$ cat src/rtl/bitcoin_pkg.sv
// Shared constants and scan state encoding for the hash result scanner.
package bitcoin_pkg;

    localparam int unsigned NUM_NONCES = 16;
    localparam int unsigned ADDR_W     = 16;
    localparam int unsigned WORD_W     = 32;

    typedef logic [1:0] scan_state_t;

    localparam scan_state_t IDLE  = 2'd0;
    localparam scan_state_t FETCH = 2'd1;
    localparam scan_state_t DRAIN = 2'd2;
    localparam scan_state_t DONE  = 2'd3;

endpackage

$ cat src/rtl/hash_result_scanner_result_tracker.sv
// Accumulates hit/first-hit/minimum statistics over the hash words of one scan.
module result_tracker
    import bitcoin_pkg::*;
#(
    parameter int unsigned NONCE_W = 4
) (
    input  logic                clk,
    input  logic                reset,
    input  logic                clear,
    input  logic                valid,
    input  logic [NONCE_W-1:0]  index,
    input  logic [WORD_W-1:0]   word,
    input  logic [WORD_W-1:0]   target,
    output logic                found,
    output logic [NONCE_W-1:0]  first_nonce,
    output logic [NONCE_W:0]    hit_count,
    output logic [WORD_W-1:0]   min_hash,
    output logic [NONCE_W-1:0]  min_nonce
);

    logic hit;

    assign hit = word < target;

    always_ff @(posedge clk or posedge reset) begin
        if (reset) begin
            found       <= 1'b0;
            first_nonce <= '0;
            hit_count   <= '0;
            min_hash    <= '0;
            min_nonce   <= '0;
        end else if (clear) begin
            found       <= 1'b0;
            first_nonce <= '0;
            hit_count   <= '0;
            min_hash    <= '0;
            min_nonce   <= '0;
        end else if (valid) begin
            if (hit) begin
                if (!found) begin
                    first_nonce <= index;
                end
                found     <= 1'b1;
                hit_count <= hit_count + (NONCE_W+1)'(1);
            end
            // Word 0 seeds the minimum; later words replace it only when strictly smaller.
            if (index == '0 || word < min_hash) begin
                min_hash  <= word;
                min_nonce <= index;
            end
        end
    end

endmodule

$ cat src/rtl/hash_result_scanner.sv
// Reads back the miner's hash words, compares each to a target and reports the results.
module hash_result_scanner
    import bitcoin_pkg::*;
#(
    parameter int unsigned NUM_NONCES = bitcoin_pkg::NUM_NONCES,
    parameter int unsigned NONCE_W    = $clog2(NUM_NONCES)
) (
    input  logic                clk,
    input  logic                reset,
    input  logic                start,
    input  logic [ADDR_W-1:0]   result_addr,
    input  logic [WORD_W-1:0]   target,
    output logic                mem_clk,
    output logic                mem_we,
    output logic [ADDR_W-1:0]   mem_addr,
    output logic [WORD_W-1:0]   mem_write_data,
    input  logic [WORD_W-1:0]   mem_read_data,
    output logic                done,
    output logic                found,
    output logic [NONCE_W-1:0]  first_nonce,
    output logic [NONCE_W:0]    hit_count,
    output logic [WORD_W-1:0]   min_hash,
    output logic [NONCE_W-1:0]  min_nonce
);

    localparam logic [NONCE_W-1:0] LAST_IDX = NONCE_W'(NUM_NONCES - 1);

    scan_state_t         state;
    logic [NONCE_W-1:0]  fetch_idx;
    logic [WORD_W-1:0]   target_q;
    logic                accept;
    // Two-stage valid/index pipe matching the address-to-data read latency.
    logic                v1, v2;
    logic [NONCE_W-1:0]  i1, i2;

    assign mem_clk        = clk;
    assign mem_we         = 1'b0;
    assign mem_write_data = '0;
    assign accept         = start && (state == IDLE || state == DONE);

    always_ff @(posedge clk or posedge reset) begin
        if (reset) begin
            state     <= IDLE;
            mem_addr  <= '0;
            fetch_idx <= '0;
            target_q  <= '0;
            v1        <= 1'b0;
            v2        <= 1'b0;
            i1        <= '0;
            i2        <= '0;
            done      <= 1'b0;
        end else begin
            v1 <= 1'b0;
            v2 <= v1;
            i2 <= i1;
            case (state)
                IDLE, DONE: begin
                    if (accept) begin
                        target_q  <= target;
                        mem_addr  <= result_addr;
                        fetch_idx <= '0;
                        v1        <= 1'b1;
                        i1        <= '0;
                        done      <= 1'b0;
                        state     <= FETCH;
                    end
                end
                FETCH: begin
                    if (fetch_idx == LAST_IDX) begin
                        state <= DRAIN;
                    end else begin
                        mem_addr  <= mem_addr + ADDR_W'(1);
                        fetch_idx <= fetch_idx + NONCE_W'(1);
                        v1        <= 1'b1;
                        i1        <= fetch_idx + NONCE_W'(1);
                    end
                end
                DRAIN: begin
                    if (!v1 && !v2) begin
                        state <= DONE;
                        done  <= 1'b1;
                    end
                end
                default: state <= IDLE;
            endcase
        end
    end

    result_tracker #(
        .NONCE_W (NONCE_W)
    ) u_tracker (
        .clk         (clk),
        .reset       (reset),
        .clear       (accept),
        .valid       (v2),
        .index       (i2),
        .word        (mem_read_data),
        .target      (target_q),
        .found       (found),
        .first_nonce (first_nonce),
        .hit_count   (hit_count),
        .min_hash    (min_hash),
        .min_nonce   (min_nonce)
    );

endmodule

$ cat config.mk
export PLATFORM = sky130hd
export DESIGN_NAME = hash_result_scanner
export DESIGN_NICKNAME = d
export VERILOG_FILES = /design/src/rtl/bitcoin_pkg.sv /design/src/rtl/hash_result_scanner_result_tracker.sv /design/src/rtl/hash_result_scanner.sv
export SDC_FILE = /design/constraint.sdc
export NUM_CORES = 1
export LEC_CHECK = 0
export BUFFER_PORTS_ARGS = -buffer_cell sky130_fd_sc_hd__buf_2
export CORE_MARGIN = 2
export CORE_UTILIZATION = 48
export DETAILED_ROUTE_END_ITERATION = 10
export HOLD_SLACK_MARGIN = 0.08
export PLACE_DENSITY = 0.78
export REMOVE_ABC_BUFFERS = 1
export SLEW_MARGIN = 40
export SYNTH_ARGS = -nofsm -noshare
export SYNTH_HDL_FRONTEND = slang
export SYNTH_HIERARCHICAL = 1
export SYNTH_SLANG_ARGS = --single-unit
$ cat constraint.sdc
create_clock -name clk -period 2.65 [get_ports clk]
set_input_delay 0 -clock clk [delete_from_list [all_inputs] [get_ports clk]]
set_output_delay 0 -clock clk [all_outputs]
set_load 0.1 [all_outputs]
==> summary.txt, run 1 <==
Power
  – Maximum VDD drop: 0.00107 V
  – Sw Share: 54.5%
  – Cell Pwr Density: 1390 nW/um^2
  – Clk pwr share: 16.1%
  – P_leak: 0.00421 uW
  – NetSw: 6430 uW
  – Pint: 5370 uW
  – Reg power frac: 24.3%
  – Comb power frac: 59.6%
  – Total Power Consumption: 11800 uW

Layout
  – Nets: 1045
  – Commonest non-fill, non-tap cell in the layout: buf_2
  – Commonest non-fill, non-tap cells in the layout: buf_2, dfrtp_1, dlygate4sd3_1, inv_1, ha_1
  – Reg area: 2680 um^2
  – Design area: 8510 um^2
  – Fillcell total: 1037
  – Layout cells sized above 1: 24.8%
  – Util after Layout: 64.6%
  – Antenna cell count: 0
  – Synthesis-to-layout area growth: 31.5%
  – Area of the multi-input gates: 3250 um^2

Floorplan
  – IO Count: 180
  – Die Wd: 120 um
  – Die Y: 120 um
  – Starting density of the core: 49.1%
  – Core area: 13200 um^2
  – Die area: 14400 um^2
  – Cell Rows: 42

Logic synthesis
  – Mapped Cells: 666
  – Main synth FF type: dfrtp_1
  – Post-synth EDFFs: 0
  – Sequential share of the synthesized area: 41.4%
  – Fraction of registers with async set/reset: 100%
  – Synth Register Bits: 107
  – Unique cell type count in the Yosys netlist: 59
  – Ys Warns: 6
  – Area of the mapped netlist: 6470 um^2
  – Syn_area_per_cell: 9.72 um^2

Detailed routing
  – Routed vias: 5915
  – Aggregate routed wire length: 17900 um
  – Detail Route Antenna Nets: 0
  – First drt pass iteration count: 5
  – Avg WL per Cell: 16.7 um
  – Drc violations: 0
  – Detailed Route Iter0 Violations: 401
  – DR vias/cell: 5.50

STA
  – Sum of negative setup slack: 0 ns
  – Max-slew headroom: 56.3%
  – RSZ-0062 raised after global routing: false
  – Setup ws final: 0.132 ns
  – Worst-Margin Slew: 0.654 ns
  – Tmin final: 2.52 ns
  – F_max: 0.397 GHz
  – Fin. Hold Viols: 0
  – Final count of negative-setup-slack endpoints: 0
  – Tcrit/Tclk final: 95.0%
  – Layout Skew: 0.00719 ns
  – Pins Over Slew Limit: 0

Setup path
  – Worst Path Buf+Inv: 2
  – Worst path required time: 2.99 ns
  – Crit path depth: 10
  – Crit path max-delay family: compound AO/OA/AOI/OAI gates
  – Crit end category: flop
  – R2r worst-path depth: 10
  – Slowest cell on crit path: dfrtp_1
  – Data arrival, critical path: 2.86 ns
  – Crit path launch type: flop
  – Largest stage delay on the critical path: 0.35 ns
  – Crit-path cells: inv_1 -> ha_1 -> a21oi_1 -> o21ai_1 -> buf_4 -> a211oi_1 -> o21ai_1 -> a21oi_1 -> nand4_1 -> mux2_1
  – Crit Path Max Fanout: 4
  – Worst setup path category: reg2reg

Placed design
  – Port Buffers: 146
  – Hpwl dp: 11700 um
  – DP Worst Slack: -0.0804 ns
  – DP Area: 7260 um^2
  – Gp weighted congestion: 0.841

CTS
  – CTS tree: yes
  – Clock transition at path regs: 0.08 ns
  – Insertion delay of the later-clocked pin in the worst-skew pair: 0.46 ns
  – Postcts setup bufs: 0

Global routing
  – Vias in the first global route: 6111
  – Largest net degree at the start of global routing: 47
  – Total track usage: 25.8%
  – First-pass GRT wire length: 29500 um
  – Initial antenna violation count: 0
  – Global route overflow: 0

Status
  – Status: completed

Hold path
  – Hold crit path type: in2async

Flow run
  – # Max-Cap Violations: 0
## worst paths after layout
| path | from | to | slack [ns] |
|---|---|---|---|
| worst max-delay path | target_q[17] | u_tracker/hit_count[3] | 0.13 |
| worst min-delay path | reset | u_tracker/min_hash[20] | 0.18 |
| worst max register to register | target_q[17] | u_tracker/hit_count[3] | 0.13 |
| worst min register to register | v1 | v2 | 0.38 |
| max in group asynchronous | reset | target_q[28] | 1.74 |
| min in group clk | target[24] | target_q[24] | 0.30 |
## stage by stage
step                      cells  hold slack [ns]
after floorplan             637                0
after global placement      974            0.145
after detailed placement    974            0.129
after CTS                  1075            0.193
after global routing       1075            0.228
final                      1075            0.179
## registers in the layout, indices dropped and copies added (netlist names), 2 cells and up
register               cells
target_q                  32
u_tracker/min_hash        32
mem_addr                  16
u_tracker/hit_count        5
i1                         4
i2                         4
u_tracker/first_nonce      4
u_tracker/min_nonce        4
state                      2
## final cells by class
class | count | area share, %
clock buffers | 13 | 3.59
multi-input cells | 457 | 38.1
clock inverters | 7 | 1.37
flip-flops and latches | 107 | 31.4
repair buffers | 242 | 19.6
well taps | 176 | 2.59
inverters | 73 | 3.25
## synthesized netlist by cell type, types with 8 or more instances
master | count | area share (%)
a22o_1 | 19 | 2.6
mux2_2 | 33 | 5.7
ha_1 | 68 | 13
mux2i_1 | 9 | 1.4
buf_2 | 11 | 0.85
a21oi_1 | 51 | 3.9
o21ai_0 | 60 | 4.6
dfrtp_1 | 107 | 41
buf_4 | 35 | 4.1
clkbuf_1 | 8 | 0.46
nor2_1 | 18 | 1.0
inv_1 | 72 | 4.2
nand4_1 | 13 | 1.3
nand3_1 | 26 | 2.0
nand2_1 | 42 | 2.4
## worst reg2reg max path, stage by stage (launching register included)
cell and delay, ns:
dfrtp_1 0.35, inv_1 0.06, ha_1 0.31, a21oi_1 0.18
o21ai_1 0.13, buf_4 0.17, a211oi_1 0.21, o21ai_1 0.16
a21oi_1 0.33, nand4_1 0.16, mux2_1 0.34
## power by group through the flow
stage,clock network [uW],registers [uW],logic [uW]
final,1900,2870,7040
after detailed placement,133,2880,6780
after global placement,133,2860,6640
after floorplan,0,5240,2900
after global routing,2000,2980,7560
after CTS,1930,2850,6910
## timing repair
item,4_1_cts,5_1_grt
setup endpoints to repair,17,36
hold buffers,82,0
hold endpoints to repair,159,0
resized for setup,1,6
## logic make-up (layout without fill, tap and decap cells)
family	count (synthesis)	after routing	share of synthesized area, %
fa+ha+maj	68	68	13.1
flops	107	107	41.4
xor+xnor	2	2	0.271
compound gates	178	178	16.9
buf+inv	134	335	10.5
simple gates	133	133	10.6
mux	43	43	7.30
other cells	1	33	0.0579
## layer usage
metal	vias to the layer above	global-route usage (%)	wire length (um)
li1	2763	-	-
met1	2813	30.3	7140
met2	278	43.6	8800
met3	61	6.42	1190
met4	0	13.3	786
met5	-	0	0
No activity file was read; power rests on OpenSTA's default activity.
==> run 2, diff against run 1 <==
Settings changed: PLACE_DENSITY 0.78 to 0.77.
==> run 2 against run 1 <==
  * Fmax grew 0.13%
  * Non-clock buffer count rose by 1
  * Total power down 2.1%
  * Worst setup slack improved by 0.0032 ns
  * Hold slack better by 0.014 ns
  * Sequential power about the same
  * Die area stayed put
  * Design area shrank 0.43%
  * Via count shrank 2.1%
==> summary.txt, run 2 (synthesis results as in run 1) <==
STA
  – Max-slew headroom: 55.1%
  – Layout Skew: 0.0103 ns
  – Tcrit/Tclk final: 94.9%
  – Final count of negative-setup-slack endpoints: 0
  – F_max: 0.398 GHz
  – Tmin final: 2.51 ns
  – Worst-Margin Slew: 0.672 ns
  – Fin. Hold Viols: 0
  – Pins Over Slew Limit: 0
  – RSZ-0062 raised after global routing: false

Flow run
  – # Max-Cap Violations: 0

Setup path
  – Critical Path Sink: u_tracker/min_hash[23]
  – Worst setup startpoint: u_tracker/min_hash[6]
  – FF-to-FF setup slack: 0.14 ns
  – Crit-path cells: inv_1 -> ha_1 -> and3_1 -> o311a_1 -> o31ai_2 -> a311o_1 -> nand2_2 -> or2_4 -> a22o_1
  – Slowest cell on crit path: dfrtp_1
  – Crit path launch type: flop
  – R2r worst-path depth: 9
  – Crit Path Max Fanout: 17
  – Worst Path Buf+Inv: 1
  – Data arrival, critical path: 2.86 ns
  – Worst R2R End: u_tracker/min_hash[23]
  – Worst path required time: 3.00 ns
  – Worst setup path category: reg2reg
  – Crit end category: flop
  – Crit path max-delay family: compound AO/OA/AOI/OAI gates
  – Largest stage delay on the critical path: 0.37 ns
  – Crit path depth: 9
  – Worst r2r src: u_tracker/min_hash[6]

Detailed routing
  – Drc violations: 0
  – Avg WL per Cell: 15.9 um
  – DRT met1 WL: 6950 um
  – DR vias/cell: 5.38
  – Routed met2 length: 8270 um
  – Routed vias: 5791
  – Detailed Route Iter0 Violations: 365
  – Detail Route Antenna Nets: 0
  – Detail Route met3 WL: 1110 um
  – Aggregate routed wire length: 17100 um
  – Max Used Layer: met4
  – First drt pass iteration count: 6

Power
  – P_leak: 0.00419 uW
  – Maximum VDD drop: 0.00124 V
  – Cell Pwr Density: 1360 nW/um^2

Hold path
  – Hold crit path type: in2async

Layout
  – Biggest registers after layout: target_q: 32 flops, u_tracker/min_hash: 32 flops, mem_addr: 16 flops
  – Commonest non-fill, non-tap cell in the layout: buf_2
  – Antenna cell count: 0
  – Synthesis-to-layout area growth: 30.9%
  – Commonest non-fill, non-tap cells in the layout: buf_2, dfrtp_1, dlygate4sd3_1, inv_1, ha_1
  – Layout cells sized above 1: 24.9%
  – Design area: 8480 um^2
  – Nets: 1046
  – Layout Cells excl Fill: 1076

CTS
  – CTS tree: yes
  – Clock transition at path regs: 0.08 ns
  – Insertion delay of the later-clocked pin in the worst-skew pair: 0.46 ns

Status
  – Status: completed

Global routing
  – First-pass GRT wire length: 27800 um
  – Global route overflow: 0
  – Vias in the first global route: 5807
  – Initial antenna violation count: 0
  – Total track usage: 24.3%
  – Largest net degree at the start of global routing: 47

Placed design
  – DP Area: 7260 um^2
  – Gp weighted congestion: 0.832
  – DP Cell Count: 975
  – Port Buffers: 146
  – Hpwl dp: 11600 um

Floorplan
  – Starting density of the core: 49.1%
  – Die area: 14400 um^2
  – Die Wd: 120 um
  – Die Y: 120 um
  – Cell Rows: 42
  – Core area: 13200 um^2
  – IO Count: 180
==> run 2: changes by cell type in the layout (fill, tap and decap cells not counted), sizes merged <==
cell / change
clkinvlp: +1
bufinv: -2
buf: +1
clkinv: -1
clkbuf: +2
==> run 2: worst min-delay path by stage <==
stage               slack (ns)                      to  cells past startpoint   from
floorplan                    0                 mem_clk                      0    clk
global placement          0.16                state[0]                      2  reset
detailed placement        0.13  u_tracker/min_hash[21]                      2  reset
CTS                       0.19  u_tracker/min_hash[21]                      3  reset
global route              0.24  u_tracker/min_hash[29]                      3  reset
finish                    0.19  u_tracker/min_hash[18]                      3  reset
==> run 2: final cells by class <==
cell class,instances,area (um^2)
clock buffers,15,323
clock inverters,5,62.6
fillers,1051,4710
inverters,73,277
multi-input cells,457,3250
flip-flops and latches,107,2680
well taps,176,220
repair buffers,243,1670
==> run 2: worst min-delay path: stages <==
cell and delay (ns):
dlygate4sd3_1 0.55, buf_2 0.15, inv_4 0.42
==> run 2: layer usage <==
layer	global-route usage, %	vias up
met4	12.1	0
li1	-	2769
met2	41.0	248
met3	6.18	52
met1	28.6	2722
met5	0	-
==> run 2: power breakdown <==
group          total [uW]  internal (uW)  switching [uW]
registers            2870           2320             552
logic                6980           1910            5070
clock network        1720            965             753
total               11600           5190            6370
==> run 2: through the flow <==
step | setup TNS, ns | util, % | power, uW | hold WS, ns | setup slack [ns]
floorplan | -30.75 | - | 8140 | 0 | -1.07
global placement | 0 | 55.1 | 9640 | 0.162 | 0.0384
detailed placement | -0.725 | 55.1 | 9790 | 0.132 | -0.0556
CTS | 0 | 64.2 | 11500 | 0.192 | 0.0909
global route | 0 | 64.3 | 12300 | 0.241 | 0.00713
finish | 0 | 64.3 | 11600 | 0.192 | 0.136
==> run 2: repair_timing <==
item,CTS,global route
hold buffers,82,0
pin swaps,0,1
buffers inserted,0,0
setup endpoints to repair,17,16
endpoints found under the hold margin,160,0
gates resized for setup,3,3
gates cloned,0,0
==> run 3, diff against run 2 <==
Settings changed: SETUP_SLACK_MARGIN from default to 0.4.
==> run 3 against run 2 <==
  * Final cell count up 2.9%
  * Count of clock-buffer cells in the layout unchanged
  * Register-to-register slack about the same
  * Sequential share of layout area down 2.2 points
  * Via count up 7.6%
  * Design area up 7.4%
  * Hold slack worse by 0.0053 ns
  * Critical path depth up 1
  * Core utilization up 4.8 points
  * Total power up 9.3%
  * Non-clock buffer count up 27
  * Clock skew up 0.0029 ns
  * Largest power group unchanged
==> summary.txt, run 3 (synthesis results as in run 1) <==
STA
  – Worst-Margin Slew: 0.666 ns
  – WHS: 0.187 ns
  – Tmin final: 2.51 ns
  – RSZ-0062 raised after global routing: true
  – Max-slew headroom: 55.5%
  – Layout Skew: 0.0132 ns
  – Final count of negative-setup-slack endpoints: 0
  – Pins Over Slew Limit: 0
  – Fin. Hold Viols: 0
  – Setup ws final: 0.144 ns
  – F_max: 0.399 GHz
  – Tcrit/Tclk final: 94.6%

Floorplan
  – Die Wd: 120 um
  – IO Count: 180
  – Die area: 14400 um^2
  – Cell Rows: 42
  – Die Y: 120 um
  – Starting density of the core: 49.1%
  – Core area: 13200 um^2

Setup path
  – Worst path required time: 3.01 ns
  – FF-to-FF setup slack: 0.14 ns
  – Data arrival, critical path: 2.86 ns
  – Slowest cell on crit path: dfrtp_1
  – Worst setup path category: reg2reg
  – Worst Path Buf+Inv: 3
  – Worst R2R End: u_tracker/min_hash[9]
  – Worst r2r src: u_tracker/min_hash[1]
  – R2r worst-path depth: 10
  – Crit Path Max Fanout: 5
  – Crit-path cells: inv_1 -> ha_1 -> a2111oi_1 -> or3_1 -> a311o_1 -> nand2_4 -> buf_12 -> clkbuf_16 -> o21ai_0 -> o21ai_1
  – Crit path launch type: flop
  – Crit end category: flop
  – Crit path max-delay family: compound AO/OA/AOI/OAI gates
  – Largest stage delay on the critical path: 0.46 ns

Power
  – Maximum VDD drop: 0.00126 V
  – Pint: 5730 uW
  – Reg power frac: 22.8%
  – Total Power Consumption: 12600 uW
  – Cell Pwr Density: 1390 nW/um^2
  – Comb power frac: 63.5%
  – P_leak: 0.00438 uW
  – Clk pwr share: 13.7%
  – Sw Share: 54.7%
  – NetSw: 6910 uW

Detailed routing
  – Detail Route Antenna Nets: 0
  – Detailed Route Iter0 Violations: 582
  – DR vias/cell: 5.63
  – First drt pass iteration count: 6
  – Avg WL per Cell: 18.0 um
  – Aggregate routed wire length: 19900 um
  – Routed vias: 6234
  – Drc violations: 0

CTS
  – Insertion delay of the later-clocked pin in the worst-skew pair: 0.47 ns
  – Clock transition at path regs: 0.08 ns
  – CTS tree: yes

Placed design
  – Gp weighted congestion: 0.832
  – DP Worst Slack: -0.0556 ns
  – DP Area: 7260 um^2
  – Port Buffers: 146
  – Hpwl dp: 11600 um

Layout
  – Layout cells sized above 1: 32.7%
  – Commonest non-fill, non-tap cells in the layout: buf_2, dfrtp_1, dlygate4sd3_1, inv_1, ha_1
  – Antenna cell count: 0
  – Synthesis-to-layout area growth: 40.7%
  – Commonest non-fill, non-tap cell in the layout: buf_2
  – Nets: 1077
  – Biggest registers after layout: target_q: 32 flops, u_tracker/min_hash: 32 flops, mem_addr: 16 flops
  – Design area: 9110 um^2

Global routing
  – Total track usage: 25.7%
  – Global route overflow: 0
  – Initial antenna violation count: 0
  – Largest net degree at the start of global routing: 47
  – Vias in the first global route: 6066
  – First-pass GRT wire length: 29300 um

Flow run
  – # Max-Cap Violations: 0

Hold path
  – Hold crit path type: in2async

Status
  – Status: completed
-- run 3: cell count changes in the layout (fill, tap and decap cells not counted), moves of 4 or more --
cell     delta
a21oi_1     -7
o21ai_1     +6
and3_4      +4
a21oi_2     +6
o21ai_0    -13
inv_2       +5
ha_4       +14
buf_4      +22
inv_1       -5
o21ai_2     +6
ha_1       -14
-- run 3: routing by layer --
metal | global-route usage [%] | part of all wire, % | vias up
li1 | - | - | 2840
met1 | 29.4 | 38 | 2972
met2 | 44.5 | 50 | 352
met3 | 6.42 | 7.3 | 70
met4 | 12.9 | 4.8 | 0
met5 | 0 | 0 | -
-- run 3: final cells by class --
class / count / area, um^2
sequential: 107 / 2680
clock buffer: 15 / 323
timing repair buffer: 270 / 1940
clock inverter: 5 / 62.6
fill: 926 / 4080
tap: 176 / 220
inverter: 73 / 277
multi-input combinational: 461 / 3610
-- run 3: worst max-delay path by stage --
stage | start | end | cells past startpoint
2_1_floorplan | state[0] | u_tracker/min_hash[0] | 10
3_3_place_gp | u_tracker/min_hash[30] | u_tracker/min_hash[19] | 8
3_5_place_dp | u_tracker/min_hash[14] | u_tracker/min_hash[0] | 9
4_1_cts | u_tracker/min_hash[31] | u_tracker/min_hash[29] | 8
5_1_grt | u_tracker/min_hash[9] | u_tracker/min_hash[9] | 11
6_report | u_tracker/min_hash[1] | u_tracker/min_hash[9] | 10
-- run 3: through the flow --
stage	utilization (%)	std cells	TNS (ns)
floorplan	-	637	-30.75
global placement	55.1	975	0
detailed placement	55.1	975	-0.725
CTS	66.8	1097	0
global route	69.0	1107	0
finish	69.0	1107	0
-- run 3: power groups by stage --
stage / sequential [uW] / clock [uW] / combinational [uW]
detailed placement: 2870 / 133 / 6780
global route: 2960 / 1840 / 8490
floorplan: 5240 / 0 / 2900
finish: 2880 / 1740 / 8020
global placement: 2850 / 133 / 6660
CTS: 2840 / 1750 / 7320
-- run 3: repair_timing --
| item | 4_1_cts | 5_1_grt |
|---|---|---|
| pin swaps | 36 | 11 |
| setup buffers | 17 | 6 |
| gates cloned | 4 | 4 |
| endpoints found under the setup margin | 44 | 44 |
| endpoints found under the hold margin | 160 | 0 |
| gates resized for setup | 34 | 46 |
| hold buffers | 82 | 0 |
-- run 3: tightest hold or removal path, stage by stage --
cell	delay (ns)
dlygate4sd3_1	0.55
buf_2	0.15
inv_4	0.42
